`src/rtl/pattern_controller.sv`:
```
// Display pattern sequencer: frame-synchronous button debounce, manual/auto pattern
// navigation, pause and speed control for downstream VGA pattern generators.
module pattern_controller #(
   parameter int FRAMES_PER_PATTERN = 300,
   parameter int NUM_PATTERNS       = 3,
   parameter int DEBOUNCE_FRAMES    = 4
) (
   input  logic       clk,
   input  logic       rst,
   input  logic       vsync,
   input  logic       btn_next,
   input  logic       btn_prev,
   input  logic       btn_pause,
   input  logic       btn_speed,
   input  logic       auto_en,
   output logic [1:0] pattern_sel,
   output logic       paused,
   output logic [2:0] step_size,
   output logic       pattern_rst,
   output logic [9:0] dwell_count
);

   // state       | meaning
   // DB_RELEASED | button idle, waiting for first high frame sample
   // DB_ARMING   | counting consecutive high frame samples
   // DB_HELD     | press reported; waiting for a low sample to re-arm
   typedef enum logic [1:0] {
      DB_RELEASED = 2'd0,
      DB_ARMING   = 2'd1,
      DB_HELD     = 2'd2
   } db_state_t;

   localparam int         NUM_BTNS   = 4;
   localparam int         BTN_NEXT   = 0;
   localparam int         BTN_PREV   = 1;
   localparam int         BTN_PAUSE  = 2;
   localparam int         BTN_SPEED  = 3;
   localparam logic [3:0] DB_LAST    = 4'(DEBOUNCE_FRAMES - 1);
   localparam logic [9:0] DWELL_LAST = 10'(FRAMES_PER_PATTERN - 1);
   localparam logic [1:0] SEL_LAST   = 2'(NUM_PATTERNS - 1);

   logic [1:0]          r_vs_sync;
   logic                r_vs_prev;
   logic                w_frame_tick;
   logic [NUM_BTNS-1:0] w_btn_raw;
   logic [NUM_BTNS-1:0] r_btn_meta;
   logic [NUM_BTNS-1:0] r_btn_sync;

   db_state_t           r_db_state     [NUM_BTNS];
   db_state_t           w_db_state_nxt [NUM_BTNS];
   logic [3:0]          r_db_cnt       [NUM_BTNS];
   logic [3:0]          w_db_cnt_nxt   [NUM_BTNS];
   logic [NUM_BTNS-1:0] w_btn_evt;

   logic [1:0] r_pattern_sel;
   logic       r_paused;
   logic [2:0] r_step_size;
   logic       r_pattern_rst;
   logic [9:0] r_dwell_count;
   logic [1:0] w_sel_inc;
   logic [1:0] w_sel_dec;
   logic       w_nav_next;
   logic       w_nav_prev;
   logic       w_counting;
   logic       w_auto_adv;

   // vsync sync chain resets high so an idle-high vsync gives no tick after reset
   always_ff @(posedge clk or posedge rst) begin
      if (rst) begin
         r_vs_sync <= 2'b11;
         r_vs_prev <= 1'b1;
      end else begin
         r_vs_sync <= {r_vs_sync[0], vsync};
         r_vs_prev <= r_vs_sync[1];
      end
   end

   assign w_frame_tick = r_vs_sync[1] & ~r_vs_prev;

   assign w_btn_raw = {btn_speed, btn_pause, btn_prev, btn_next};

   always_ff @(posedge clk or posedge rst) begin
      if (rst) begin
         r_btn_meta <= '0;
         r_btn_sync <= '0;
      end else begin
         r_btn_meta <= w_btn_raw;
         r_btn_sync <= r_btn_meta;
      end
   end

   always_ff @(posedge clk or posedge rst) begin
      if (rst) begin
         for (int b = 0; b < NUM_BTNS; b++) begin
            r_db_state[b] <= DB_RELEASED;
            r_db_cnt[b]   <= 4'd0;
         end
      end else begin
         for (int b = 0; b < NUM_BTNS; b++) begin
            r_db_state[b] <= w_db_state_nxt[b];
            r_db_cnt[b]   <= w_db_cnt_nxt[b];
         end
      end
   end

   always_comb begin
      for (int b = 0; b < NUM_BTNS; b++) begin
         w_db_state_nxt[b] = r_db_state[b];
         w_db_cnt_nxt[b]   = r_db_cnt[b];
         if (w_frame_tick) begin
            case (r_db_state[b])
               DB_RELEASED: begin
                  if (r_btn_sync[b]) begin
                     if (DEBOUNCE_FRAMES == 1) begin
                        w_db_state_nxt[b] = DB_HELD;
                        w_db_cnt_nxt[b]   = 4'd0;
                     end else begin
                        w_db_state_nxt[b] = DB_ARMING;
                        w_db_cnt_nxt[b]   = 4'd1;
                     end
                  end
               end
               DB_ARMING: begin
                  if (!r_btn_sync[b]) begin
                     w_db_state_nxt[b] = DB_RELEASED;
                     w_db_cnt_nxt[b]   = 4'd0;
                  end else if (r_db_cnt[b] == DB_LAST) begin
                     w_db_state_nxt[b] = DB_HELD;
                     w_db_cnt_nxt[b]   = 4'd0;
                  end else begin
                     w_db_cnt_nxt[b] = r_db_cnt[b] + 4'd1;
                  end
               end
               DB_HELD: begin
                  if (!r_btn_sync[b]) begin
                     w_db_state_nxt[b] = DB_RELEASED;
                     w_db_cnt_nxt[b]   = 4'd0;
                  end
               end
               default: begin
                  w_db_state_nxt[b] = DB_RELEASED;
                  w_db_cnt_nxt[b]   = 4'd0;
               end
            endcase
         end
      end
   end

   // Press event fires on the frame tick that completes the required high run
   always_comb begin
      w_btn_evt = '0;
      for (int b = 0; b < NUM_BTNS; b++) begin
         if (w_frame_tick && r_btn_sync[b]) begin
            if (r_db_state[b] == DB_ARMING && r_db_cnt[b] == DB_LAST)
               w_btn_evt[b] = 1'b1;
            else if (r_db_state[b] == DB_RELEASED && DEBOUNCE_FRAMES == 1)
               w_btn_evt[b] = 1'b1;
         end
      end
   end

   assign w_sel_inc  = (r_pattern_sel == SEL_LAST) ? 2'd0 : r_pattern_sel + 2'd1;
   assign w_sel_dec  = (r_pattern_sel == 2'd0) ? SEL_LAST : r_pattern_sel - 2'd1;
   assign w_nav_next = w_btn_evt[BTN_NEXT] & ~w_btn_evt[BTN_PREV];
   assign w_nav_prev = w_btn_evt[BTN_PREV] & ~w_btn_evt[BTN_NEXT];
   assign w_counting = w_frame_tick & auto_en & ~r_paused;
   assign w_auto_adv = w_counting & (r_dwell_count == DWELL_LAST);

   // Manual prev outranks a coincident auto-advance; next and auto merge into one step
   always_ff @(posedge clk or posedge rst) begin
      if (rst) begin
         r_pattern_sel <= 2'd0;
         r_pattern_rst <= 1'b0;
         r_dwell_count <= 10'd0;
      end else begin
         r_pattern_rst <= 1'b0;
         if (w_nav_prev) begin
            r_pattern_sel <= w_sel_dec;
            r_pattern_rst <= 1'b1;
            r_dwell_count <= 10'd0;
         end else if (w_nav_next || w_auto_adv) begin
            r_pattern_sel <= w_sel_inc;
            r_pattern_rst <= 1'b1;
            r_dwell_count <= 10'd0;
         end else if (w_counting) begin
            r_dwell_count <= r_dwell_count + 10'd1;
         end
      end
   end

   always_ff @(posedge clk or posedge rst) begin
      if (rst) begin
         r_paused    <= 1'b0;
         r_step_size <= 3'd1;
      end else begin
         if (w_btn_evt[BTN_PAUSE])
            r_paused <= ~r_paused;
         if (w_btn_evt[BTN_SPEED])
            r_step_size <= (r_step_size == 3'd7) ? 3'd1 : r_step_size + 3'd1;
      end
   end

   assign pattern_sel = r_pattern_sel;
   assign paused      = r_paused;
   assign step_size   = r_step_size;
   assign pattern_rst = r_pattern_rst;
   assign dwell_count = r_dwell_count;

endmodule

```
`config.mk`:
```
export PLATFORM = sky130hd
export DESIGN_NAME = pattern_controller
export DESIGN_NICKNAME = d
export VERILOG_FILES = /design/src/rtl/pattern_controller.sv
export SDC_FILE = /design/constraint.sdc
export NUM_CORES = 1
export LEC_CHECK = 0
export CORE_UTILIZATION = 57
export DETAILED_ROUTE_END_ITERATION = 16
export GPL_ROUTABILITY_DRIVEN = 0
export HOLD_SLACK_MARGIN = 0.1
export PLACE_DENSITY_LB_ADDON = 0.05
export REMOVE_ABC_BUFFERS = 1
export SLEW_MARGIN = 40
export SYNTH_ARGS = -nofsm -noshare
export SYNTH_HDL_FRONTEND = slang
export SYNTH_SLANG_ARGS = --single-unit
```
`constraint.sdc`:
```
create_clock -name clk -period 2.7 [get_ports clk]
set_input_delay 0.54 -clock clk [delete_from_list [all_inputs] [get_ports clk]]
set_output_delay 0.54 -clock clk [all_outputs]
set_load 0.02 [all_outputs]
```
After elaboration in Yosys (flattened, before gate mapping)
Index checks and enable logic that the tools add are counted.
{"block": "op_classes", "n_addsub": 8, "eq_ne": 27, "muxes": 58, "bitwise_logic": 10, "reduce_logical": 24}
{"op": "$mux 4", "count": 16}
{"op": "$pmux 4 s3", "count": 4}
{"op": "$mux 2", "count": 20}
{"op": "$mux 10", "count": 3}
{"op": "$pmux 2 s3", "count": 4}
{"op": "$add 4x1->4 const B", "count": 4}
{"op": "$eq 4x2->1 const B", "count": 4}
{"op": "$ne 2x2->1 const B", "count": 8}
{"op": "$reduce_and 4->1", "count": 4}
{"op": "$reduce_and 3->1", "count": 4}
{"op": "$add 10x1->10 const B", "count": 1}
{"op": "$eq 10x9->1 const B", "count": 1}
{"op": "$eq 2x2->1 const B", "count": 5}
{"op": "$logic_not 2->1", "count": 5}
{"op": "$mux 1", "count": 10}
{"op": "$ne 3x3->1 const B", "count": 3}
{"op": "$eq 2x1->1 const B", "count": 4}
{"op": "$logic_and 1x1->1", "count": 8}
{"op": "$and 1x1->1", "count": 6}
{"op": "$not 1->1", "count": 4}
{"op": "$add 3x1->3 const B", "count": 1}
{"op": "$eq 3x3->1 const B", "count": 1}
{"op": "$mux 3", "count": 1}
{"op": "$ne 3x2->1 const B", "count": 1}
{"op": "5 further kinds", "count": 5}
{"block": "word_totals", "register_bits": 52, "in_bits": 8, "output_inout_bits": 17}

Depth between registers and ports, before layout
Gate-level depths: netlist of the first run.
{"block": "depth", "word_depth": 9, "depth_mapped": 7}

Worst setup path after synthesis of the first run
OpenSTA, ideal clock, no wires.
{"block": "synth_path", "kind": "register to register", "from": "register r_db_cnt[9] in the netlist's numbering", "to": "register r_pattern_sel[0], in the netlist pattern_sel[0]", "setup_time_ps": 125, "arrival_time_ps": 1745, "required_time_ps": 2575, "path_slack_ps": 830, "path_stages_with_launch": 7, "path_cell_list": "dfrtp_1 ha_1 or3b_4 o2111ai_2 o21ai_2 mux2_4 mux2_4"}
{"block": "synth_via", "elab_chain_len": 8, "word_cells_on_any_way": 10, "classes_between": "eq/ne: 1; mux: 3; bitwise: 3; reduce/logical: 3"}
{"element": "start, declared", "line_no": "51", "rtl": "logic [3:0] r_db_cnt [NUM_BTNS];"}
{"element": "start signal, assigned by index", "line_no": "101", "rtl": "r_db_cnt[b] <= w_db_cnt_nxt[b];"}
{"element": "$eq 4x2->1 *", "line_no": "154", "rtl": "if (r_db_state[b] == DB_ARMING && r_db_cnt[b] == DB_LAST)"}
{"element": "$logic_and 1x1->1 *", "line_no": "154"}
{"element": "$mux 1 *", "line_no": "154"}
{"element": "$mux 1 *", "line_no": "153", "rtl": "if (w_frame_tick && r_btn_sync[b]) begin"}
{"element": "$not 1->1", "line_no": "164", "rtl": "assign w_nav_next = w_btn_evt[BTN_NEXT] & ~w_btn_evt[BTN_PREV];"}
{"element": "$and 1x1->1", "line_no": "164"}
{"element": "$logic_or 1x1->1", "line_no": "181", "rtl": "end else if (w_nav_next || w_auto_adv) begin"}
{"element": "$reduce_bool 2->1 (no line)"}
{"element": "end signal, assigned", "line_no": "178", "rtl": "r_pattern_sel <= w_sel_dec;"}
{"element": "end signal, assigned", "line_no": "182", "rtl": "r_pattern_sel <= w_sel_inc;"}
{"element": "end, declared", "line_no": "55", "rtl": "logic [1:0] r_pattern_sel;"}
Mark *: on every way between the ends. The rest lies on a longest branch, timed or not.
A chain may end at the register's enable or synchronous reset.

Final worst setup path of the first run
{"block": "layout_path", "from": "register r_db_cnt[8] in the netlist's numbering", "to": "register r_pattern_sel[0], in the netlist pattern_sel[0]"}
The elaborated chain is that of the path after synthesis.

==> results of run 1 <==
-- how the worst min path moves through the flow --
stage	from	endpoint	slack, ns
finish	r_btn_meta[0]$_DFF_PP0_	r_btn_sync[0]$_DFF_PP0_	0.35
global route	r_btn_meta[2]$_DFF_PP0_	r_btn_sync[2]$_DFF_PP0_	0.36
CTS	r_btn_meta[0]$_DFF_PP0_	r_btn_sync[0]$_DFF_PP0_	0.36
detailed placement	r_btn_meta[0]$_DFF_PP0_	r_btn_sync[0]$_DFF_PP0_	0.34
global placement	r_btn_meta[2]$_DFF_PP0_	r_btn_sync[2]$_DFF_PP0_	0.33
floorplan	r_btn_meta[0]$_DFF_PP0_	r_btn_sync[0]$_DFF_PP0_	0.33
-- worst max-delay path, cell delays in order, from the launching register on --
cell and delay (ns):
dfrtp_1 0.41, ha_1 0.19, or3b_4 0.40, o2111ai_2 0.22, o21ai_2 0.11, mux2_4 0.30, mux2_4 0.25
-- kinds of logic after synthesis --
| logic type | after synthesis |
|---|---|
| buffers and inverters | 26 |
| adder cells (fa/ha/maj) | 10 |
| XOR/XNOR | 14 |
| AO/OA/AOI/OAI | 64 |
| flip-flops | 52 |
| AND/OR/NAND/NOR | 93 |
| multiplexers | 5 |
-- stage by stage --
step | setup slack (ns) | util [%]
6_report | 0.708 | 68.7
5_1_grt | 0.583 | 68.7
2_1_floorplan | 0.769 | -
3_5_place_dp | 0.395 | 66.4
3_3_place_gp | 0.414 | 66.4
4_1_cts | 0.693 | 68.7
-- placed cells by master, fill, tap and decap left out, drive strengths merged, types with 7 or more instances in the layout --
cell type / Yosys / final
nand4: 7 / 7
a21oi: 8 / 8
o31ai: 8 / 8
dfrtp: 48 / 48
clkbuf: 7 / 8
ha: 10 / 10
clkdlybuf4s50: 0 / 24
inv: 14 / 14
o21ai: 34 / 34
xor2: 10 / 10
nand2: 25 / 25
nor2: 19 / 19
-- per-layer routing --
layer	vias to the layer above	part of all wire (%)	GRT usage, %
li1	971	-	-
met1	945	49	28.9
met2	29	46	31.2
met3	5	3.0	3.90
met4	0	1.2	6.00
met5	-	0	0
-- registers in the layout, indices dropped and copies added (netlist names), 2 cells and up --
name,count
r_db_cnt,16
dwell_count,10
r_db_state,8
r_btn_meta,4
r_btn_sync,4
step_size,3
pattern_sel,2
r_vs_sync,2
-- area by class of cell --
| type | instances | area share, % |
|---|---|---|
| clock buffer | 8 | 3.30 |
| sequential | 52 | 43.1 |
| tap | 52 | 2.15 |
| timing repair buffer | 28 | 9.33 |
| multi-input combinational | 186 | 40.4 |
| inverter | 14 | 1.73 |
-- power by group through the flow --
stage,clock network [W],logic (W),registers [W]
after global routing,0.000510,0.000875,0.00125
after global placement,0,0.000759,0.00121
after CTS,0.000488,0.000780,0.00121
after floorplan,0,0.000487,0.00123
final,0.000470,0.000770,0.00121
after detailed placement,0,0.000776,0.00122
==> impl_metrics.yaml, run 1 <==
sta:
  whs_ns: 0.350
  finalSetupViolCount: 0
  fmax_mhz: 502
  drv_slew: 0
  period_needed_ns: 1.99
  rsz0062_at_grt: "false"
  fin_skew_ns: 0.00894
  worst_slew_pin_slew_ns: 0.502
  finalCritPeriodShare_pct: 73.8
  hold_viol_final: 0
  max_slew_margin_pct: 66.5
  setup_tns_ns: 0
global_routing:
  antenna_found_initial: 0
  grt_pass1_vias: 1769
  grt_remaining_overflow: 0
  grt_max_degree: 30
  grt_usage_pct: 20.2
  grt_pass1_wl_um: 7950
synthesis:
  synth-compound-area-share_pct: 15.2
  synth-simple-area-share_pct: 19.2
  yosys-mux-area-fraction_pct: 2.31
  ys_seq_elements: 52
  synthTopCellsByArea: "dfrtp_1, o21ai_0, ha_1, dfstp_2, nand2_1"
  mappedNetlistArea_sq_mm: 0.00266
  synthFlopType: "dfrtp_1"
  synth_cell_types: 46
  yosys.area_share.xor_xnor_pct: 4.61
  synth_top_area_cell: "dfrtp_1"
  async_flop_share_pct: 100
  syn_avg_cell_area_sq_um: 10.1
  synth_top_area_share_pct: 45.2
  ys_warn_count: 0
  synth-edff-count: 0
  yosysMostFrequentCell: "dfrtp_1"
  syn-instance-count: 264
  synth.top_cells.by_count: "dfrtp_1, o21ai_0, nand2_1"
  synth-adder-area-share_pct: 4.71
  ys_seq_area_share_pct: 49.1
  synth_top_family_by_area: "simple AND/OR/NAND/NOR gates"
pwr:
  pwr-share-comb_pct: 31.4
  finalPower_w: 0.00245
  power.switching_w: 0.000870
  irDropWorstVdd_uv: 516
  power_density_mw_per_mm2: 809
  pwr-share-seq_pct: 49.4
  p_leak_nw: 1.35
  p_int_w: 0.00158
  clkPwrFrac_pct: 19.2
  swShare_pct: 35.5
critical_path:
  r2r_cells: 6
  reg2reg_slack_ns: 0.71
  required_ns: 2.89
  endpoint: "pattern_sel[0]$_DFFE_PP0P_"
  crit_type: "reg -> reg"
  r2r_end: "pattern_sel[0]$_DFFE_PP0P_"
  arrival_ns: 2.19
  startpoint: "r_db_cnt[8]$_DFFE_PP0P_"
  start_kind: "register"
  cp_max_fo: 4
  reg2reg_from: "r_db_cnt[8]$_DFFE_PP0P_"
  critPathCaptureType: "register"
clock_network:
  tritoncts: "done"
  path_clk_slew_ns: 0.09
  hold_buffers: 0
  post_cts_buffers: 0
  cts-buffers-inserted: 5
  clk_latency_ns: 0.30
  cts_buffer_depth: 2
  ctsResizeCount: 0
  cts.sinks: 52
  cts-root-buf: "clkbuf_8"
  h-tree-depth: 2
flow_run:
  cap_violations: 0
finish:
  drive_above_1_share_pct: 9.03
  multi_input_comb_area_sq_mm: 0.00122
  diodes: 0
  regArea_sq_mm: 0.00131
  n_fill_cell: 338
  syn2layout_area_growth_pct: 14.0
  fin_area_sq_mm: 0.00303
  finalNetCount: 305
  finalNonFillerCells: 340
worst_hold_path:
  hp-class: "reg -> reg"
  whs_path_depth: 0
die:
  start_util_pct: 60.2
  core_sq_mm: 0.00441
  dieArea_sq_mm: 0.00494
  ios: 25
  fp.dieH_um: 70.3
  die_x_um: 70.3
  rows: 24
drt:
  drtPass1Iterations: 4
  wl_um: 4650
  drc: 0
  wl_per_cell_um: 13.7
  vias: 1950
  ant_nets: 0
  drt_first_iter_violations: 176
  viasPerCell: 5.74
place:
  hpwlAfterDp_um: 3230
  port_buffers: 24
  dp.cells: 332
  placed_cell_area_sq_mm: 0.00293
run_status:
  status: "completed"
No activity file was read; power rests on OpenSTA's default activity.
==> run 2: changes to the inputs <==
==> constraint.sdc (replaced) <==
create_clock -name clk -period 2.01 [get_ports clk]
set_input_delay 0.402 -clock clk [delete_from_list [all_inputs] [get_ports clk]]
set_output_delay 0.402 -clock clk [all_outputs]
set_load 0.02 [all_outputs]
==> run 2 against run 1 <==
Against the previous run: critical path depth did not move; sequential share of layout area fell by 2.2 points; clock skew fell by 0.0025 ns; routed wire length rose by 3.7%; total power rose by 44%; count of clock-buffer cells in the layout fell by 2.
==> impl_metrics.yaml, run 2 (synthesis results as in run 1) <==
die:
  fp.dieH_um: 70.3
  start_util_pct: 60.2
  die_x_um: 70.3
  core_sq_mm: 0.00441
  dieArea_sq_mm: 0.00494
  ios: 25
  rows: 24
critical_path:
  cp_max_fo: 3
  required_ns: 2.20
  arrival_ns: 2.13
  crit_type: "reg -> reg"
  critPathCaptureType: "register"
  start_kind: "register"
clock_network:
  hold_buffers: 0
  path_clk_slew_ns: 0.09
  cts-root-buf: "clkbuf_8"
  h-tree-depth: 2
  cts_buffer_depth: 2
  cts.sinks: 52
  cts-buffers-inserted: 5
  clk_latency_ns: 0.30
  tritoncts: "done"
sta:
  whs_ns: 0.355
  finalCritPeriodShare_pct: 96.3
  finalSetupViolCount: 0
  fmax_mhz: 517
  period_needed_ns: 1.93
  worst_slew_pin_slew_ns: 0.427
  drv_slew: 0
  max_slew_margin_pct: 71.5
  fin_skew_ns: 0.00642
  rsz0062_at_grt: "false"
  hold_viol_final: 0
drt:
  drtPass1Iterations: 5
  wl_per_cell_um: 13.6
  drc: 0
  vias: 2017
  wl_um: 4820
  viasPerCell: 5.70
  ant_nets: 0
  drt_first_iter_violations: 143
finish:
  fin_area_sq_mm: 0.00319
  top_register: "r_db_cnt"
  n_fill_cell: 327
  drive_above_1_share_pct: 14.2
  final_util_pct: 72.4
  syn2layout_area_growth_pct: 20.1
  final_cell_mix: "dfrtp_1, o21ai_0, nand2_1, clkdlybuf4s50_1, nor2_1"
  diodes: 0
  largest_reg_flops: 16
  final_common_cell: "dfrtp_1"
  finalNetCount: 319
run_status:
  status: "completed"
place:
  placed_cell_area_sq_mm: 0.00304
  hpwlAfterDp_um: 3440
  port_buffers: 24
pwr:
  power_density_mw_per_mm2: 1110
  power.switching_w: 0.00123
  pwr-share-seq_pct: 44.2
  irDropWorstVdd_uv: 624
  p_leak_nw: 1.44
  finalPower_w: 0.00354
  swShare_pct: 34.8
  p_int_w: 0.00231
  pwr-share-comb_pct: 34.6
  clkPwrFrac_pct: 21.3
global_routing:
  antenna_found_initial: 0
  grt_remaining_overflow: 0
  grt_pass1_vias: 1888
  grt_pass1_wl_um: 8440
  grt_usage_pct: 21.4
  grt_max_degree: 19
worst_hold_path:
  hp-class: "reg -> reg"
flow_run:
  cap_violations: 0
run 2: layout make-up:
class	instances	area (sq um)	share of cell area, %
Sequential cell	52	1310	40.9
Multi-Input combinational cell	186	1240	39.0
Timing Repair Buffer	42	404	12.7
Clock buffer	6	82.6	2.59
Tap cell	52	65.1	2.04
Inverter	14	52.6	1.65
Clock inverter	2	38.8	1.21
run 2: worst max-delay path, stage by stage (launching register included):
cell,delay (ns)
dfrtp_1,0.38
ha_2,0.19
or3b_4,0.41
o2111ai_4,0.20
o21ai_2,0.10
mux2_4,0.30
mux2_4,0.25
run 2: final timing paths:
check,depth (start not counted),endpoint,slack (ns),from
worst max-delay path,6,pattern_sel[0]$_DFFE_PP0P_,0.08,r_db_cnt[8]$_DFFE_PP0P_
worst min-delay path,0,r_btn_sync[1]$_DFF_PP0_,0.35,r_btn_meta[1]$_DFF_PP0_
worst max register to register,6,pattern_sel[0]$_DFFE_PP0P_,0.08,r_db_cnt[8]$_DFFE_PP0P_
worst min register to register,0,r_btn_sync[1]$_DFF_PP0_,0.35,r_btn_meta[1]$_DFF_PP0_
max in group asynchronous,3,r_vs_prev$_DFF_PP1_,1.08,rst
min in group asynchronous,2,r_db_state[1]$_DFFE_PP0P_,0.40,rst
run 2: power groups by stage:
stage / sequential [W] / combinational, W / clock, W
4_1_cts: 0.00156 / 0.00121 / 0.000776
2_1_floorplan: 0.00165 / 0.000654 / 0
6_report: 0.00156 / 0.00122 / 0.000752
3_3_place_gp: 0.00157 / 0.00117 / 0
5_1_grt: 0.00160 / 0.00137 / 0.000818
3_5_place_dp: 0.00158 / 0.00120 / 0
run 2: repair_timing:
item / 4_1_cts / 5_1_grt
resized for setup: 0 / 4
buffers inserted: 0 / 1
hold endpoints to repair: 0 / 0
setup endpoints to repair: 0 / 11
run 2: routing by layer:
| metal | part of all wire [%] | vias up | track usage (%) | wire length [um] |
|---|---|---|---|---|
| li1 | - | 1000 | - | - |
| met1 | 50 | 978 | 30.1 | 2390 |
| met2 | 46 | 32 | 32.8 | 2230 |
| met3 | 2.9 | 7 | 4.33 | 138 |
| met4 | 1.3 | 0 | 7.56 | 64 |
| met5 | 0 | - | 0 | 0 |
run 2: stage by stage:
step | cells | setup slack, ns | TNS, ns
floorplan | 252 | 0.0791 | 0
global placement | 345 | -0.0556 | -0.0556
detailed placement | 345 | -0.0750 | -0.0750
CTS | 353 | 0.0166 | 0
global route | 354 | 0.000336 | 0
finish | 354 | 0.0753 | 0
==> run 3: changes to the inputs <==
--- a/config.mk
+++ b/config.mk
@@ -5,6 +5,7 @@
 export SDC_FILE = /design/constraint.sdc
 export NUM_CORES = 1
 export LEC_CHECK = 0
+export CORE_MARGIN = 5
 export CORE_UTILIZATION = 57
 export DETAILED_ROUTE_END_ITERATION = 16
 export GPL_ROUTABILITY_DRIVEN = 0
==> run 3 against run 2 <==
Against the previous run: register-to-register slack improved by 0.02 ns; maximum frequency increased by 0.80%; largest power group unchanged; routed wire length increased by 3.5%; clock power increased by 2.9%.
==> impl_metrics.yaml, run 3 (synthesis results as in run 1) <==
run_status:
  status: "completed"
finish:
  largest_reg_flops: 16
  syn2layout_area_growth_pct: 19.2
  drive_above_1_share_pct: 13.4
  diodes: 0
  n_fill_cell: 331
  final_common_cell: "dfrtp_1"
  final_cell_mix: "dfrtp_1, o21ai_0, nand2_1, clkdlybuf4s50_1, nor2_1"
  finalNonFillerCells: 351
  finalNetCount: 316
  top_register: "r_db_cnt"
sta:
  finalSetupViolCount: 0
  worst_slew_pin_slew_ns: 0.361
  finalCritPeriodShare_pct: 95.5
  period_needed_ns: 1.92
  max_slew_margin_pct: 75.8
  drv_slew: 0
  hold_viol_final: 0
  fmax_mhz: 521
  fin_skew_ns: 0.0127
  setup_tns_ns: 0
  rsz0062_at_grt: "false"
critical_path:
  crit_type: "reg -> reg"
  path_delay_family: "multiplexers"
  required_ns: 2.21
  critPathMaxStageDelay_ns: 0.40
  arrival_ns: 2.12
  cp_max_fo: 3
  crit_top_cell: "mux2_4"
  critPathCaptureType: "register"
  start_kind: "register"
  cp_slowest_cell: "or3b_4"
  path_buf_inv: 0
  path_cells: "ha_2 -> or3b_4 -> o2111ai_2 -> o21ai_2 -> mux2_4 -> mux2_4"
drt:
  wl_um: 4990
  ant_nets: 0
  drc: 0
  viasPerCell: 5.62
  drtPass1Iterations: 4
  vias: 1971
  drt_first_iter_violations: 76
  wl_per_cell_um: 14.2
die:
  dieArea_sq_mm: 0.00613
  fp.dieH_um: 78.3
  ios: 25
  rows: 24
  start_util_pct: 59.8
  core_sq_mm: 0.00444
  die_x_um: 78.3
place:
  hpwlAfterDp_um: 3660
  dp.cells: 343
  port_buffers: 24
clock_network:
  cts-root-buf: "clkbuf_8"
  tritoncts: "done"
  hold_buffers: 0
  clk_latency_ns: 0.31
  cts_buffer_depth: 2
  ctsResizeCount: 0
  h-tree-depth: 2
  path_clk_slew_ns: 0.09
  cts.sinks: 52
  cts-buffers-inserted: 5
  post_cts_buffers: 0
worst_hold_path:
  hp-class: "in -> async"
pwr:
  p_leak_nw: 1.42
  pwr-share-seq_pct: 44.3
  power_density_mw_per_mm2: 1120
  power.switching_w: 0.00121
  pwr-share-comb_pct: 33.9
  clkPwrFrac_pct: 21.9
  irDropWorstVdd_uv: 730
  p_int_w: 0.00233
  swShare_pct: 34.2
global_routing:
  grt_usage_pct: 17.7
  grt_pass1_wl_um: 8820
  grt_remaining_overflow: 0
  grt_max_degree: 27
  antenna_found_initial: 0
  grt_pass1_vias: 1947
flow_run:
  cap_violations: 0
[run 3: changes by cell type in the layout (fill, tap and decap cells not counted), sizes merged]
cell,before,now
clkinv,1,0
clkbuf,6,7
buf,18,15
[run 3: final cells by class]
type / count / area, sq um / share of cell area (%)
multi-input combinational: 186 / 1240 / 39.0
timing repair buffer: 39 / 382 / 12.0
inverter: 14 / 52.6 / 1.66
clock inverter: 1 / 30.0 / 0.948
sequential: 52 / 1310 / 41.2
tap: 52 / 65.1 / 2.05
clock buffer: 7 / 96.3 / 3.04
[run 3: final timing paths]
check / start / to / slack [ns] / cells after the start
max: r_db_cnt[8]$_DFFE_PP0P_ / pattern_sel[0]$_DFFE_PP0P_ / 0.09 / 6
max in group asynchronous: rst / r_vs_sync[0]$_DFF_PP1_ / 1.15 / 3
max reg2reg: r_db_cnt[8]$_DFFE_PP0P_ / pattern_sel[0]$_DFFE_PP0P_ / 0.09 / 6
min: rst / r_db_state[0]$_DFFE_PP0P_ / 0.35 / 2
min reg2reg: r_btn_meta[0]$_DFF_PP0_ / r_btn_sync[0]$_DFF_PP0_ / 0.35 / 0
min in group clk: r_btn_meta[0]$_DFF_PP0_ / r_btn_sync[0]$_DFF_PP0_ / 0.35 / 0
[run 3: power groups by stage]
stage               Clock (W)  Sequential, W  Combinational, W
finish               0.000774        0.00157           0.00120
global route         0.000843        0.00162           0.00136
CTS                  0.000796        0.00157           0.00120
detailed placement          0        0.00159           0.00119
global placement            0        0.00158           0.00115
floorplan                   0        0.00165          0.000654
[run 3: worst register-to-register path, stage by stage, from the launching register on]
cell       delay, ns
dfrtp_1         0.37
ha_2            0.18
or3b_4          0.40
o2111ai_2       0.20
o21ai_2         0.10
mux2_4          0.31
mux2_4          0.26
[run 3: metal layers]
layer / vias up / wire length, um / global-route usage, %
met4: 0 / 66 / 6.99
met3: 5 / 101 / 3.20
met2: 18 / 2420 / 29.5
met1: 955 / 2390 / 22.9
met5: - / 0 / 0
li1: 993 / - / -
[run 3: through the flow]
stage                     cell area [sq um]  utilization, %  setup slack, ns  total power, W  hold WS, ns
final                                  3170            71.3           0.0907         0.00354        0.348
after global routing                   3170            71.3          0.00163         0.00382        0.359
after CTS                              3150            70.9           0.0705         0.00356        0.355
after detailed placement               3030            68.1          -0.0757         0.00278        0.337
after global placement                 3030            68.1          -0.0460         0.00273        0.334
after floorplan                        2580               -           0.0791         0.00230        0.331
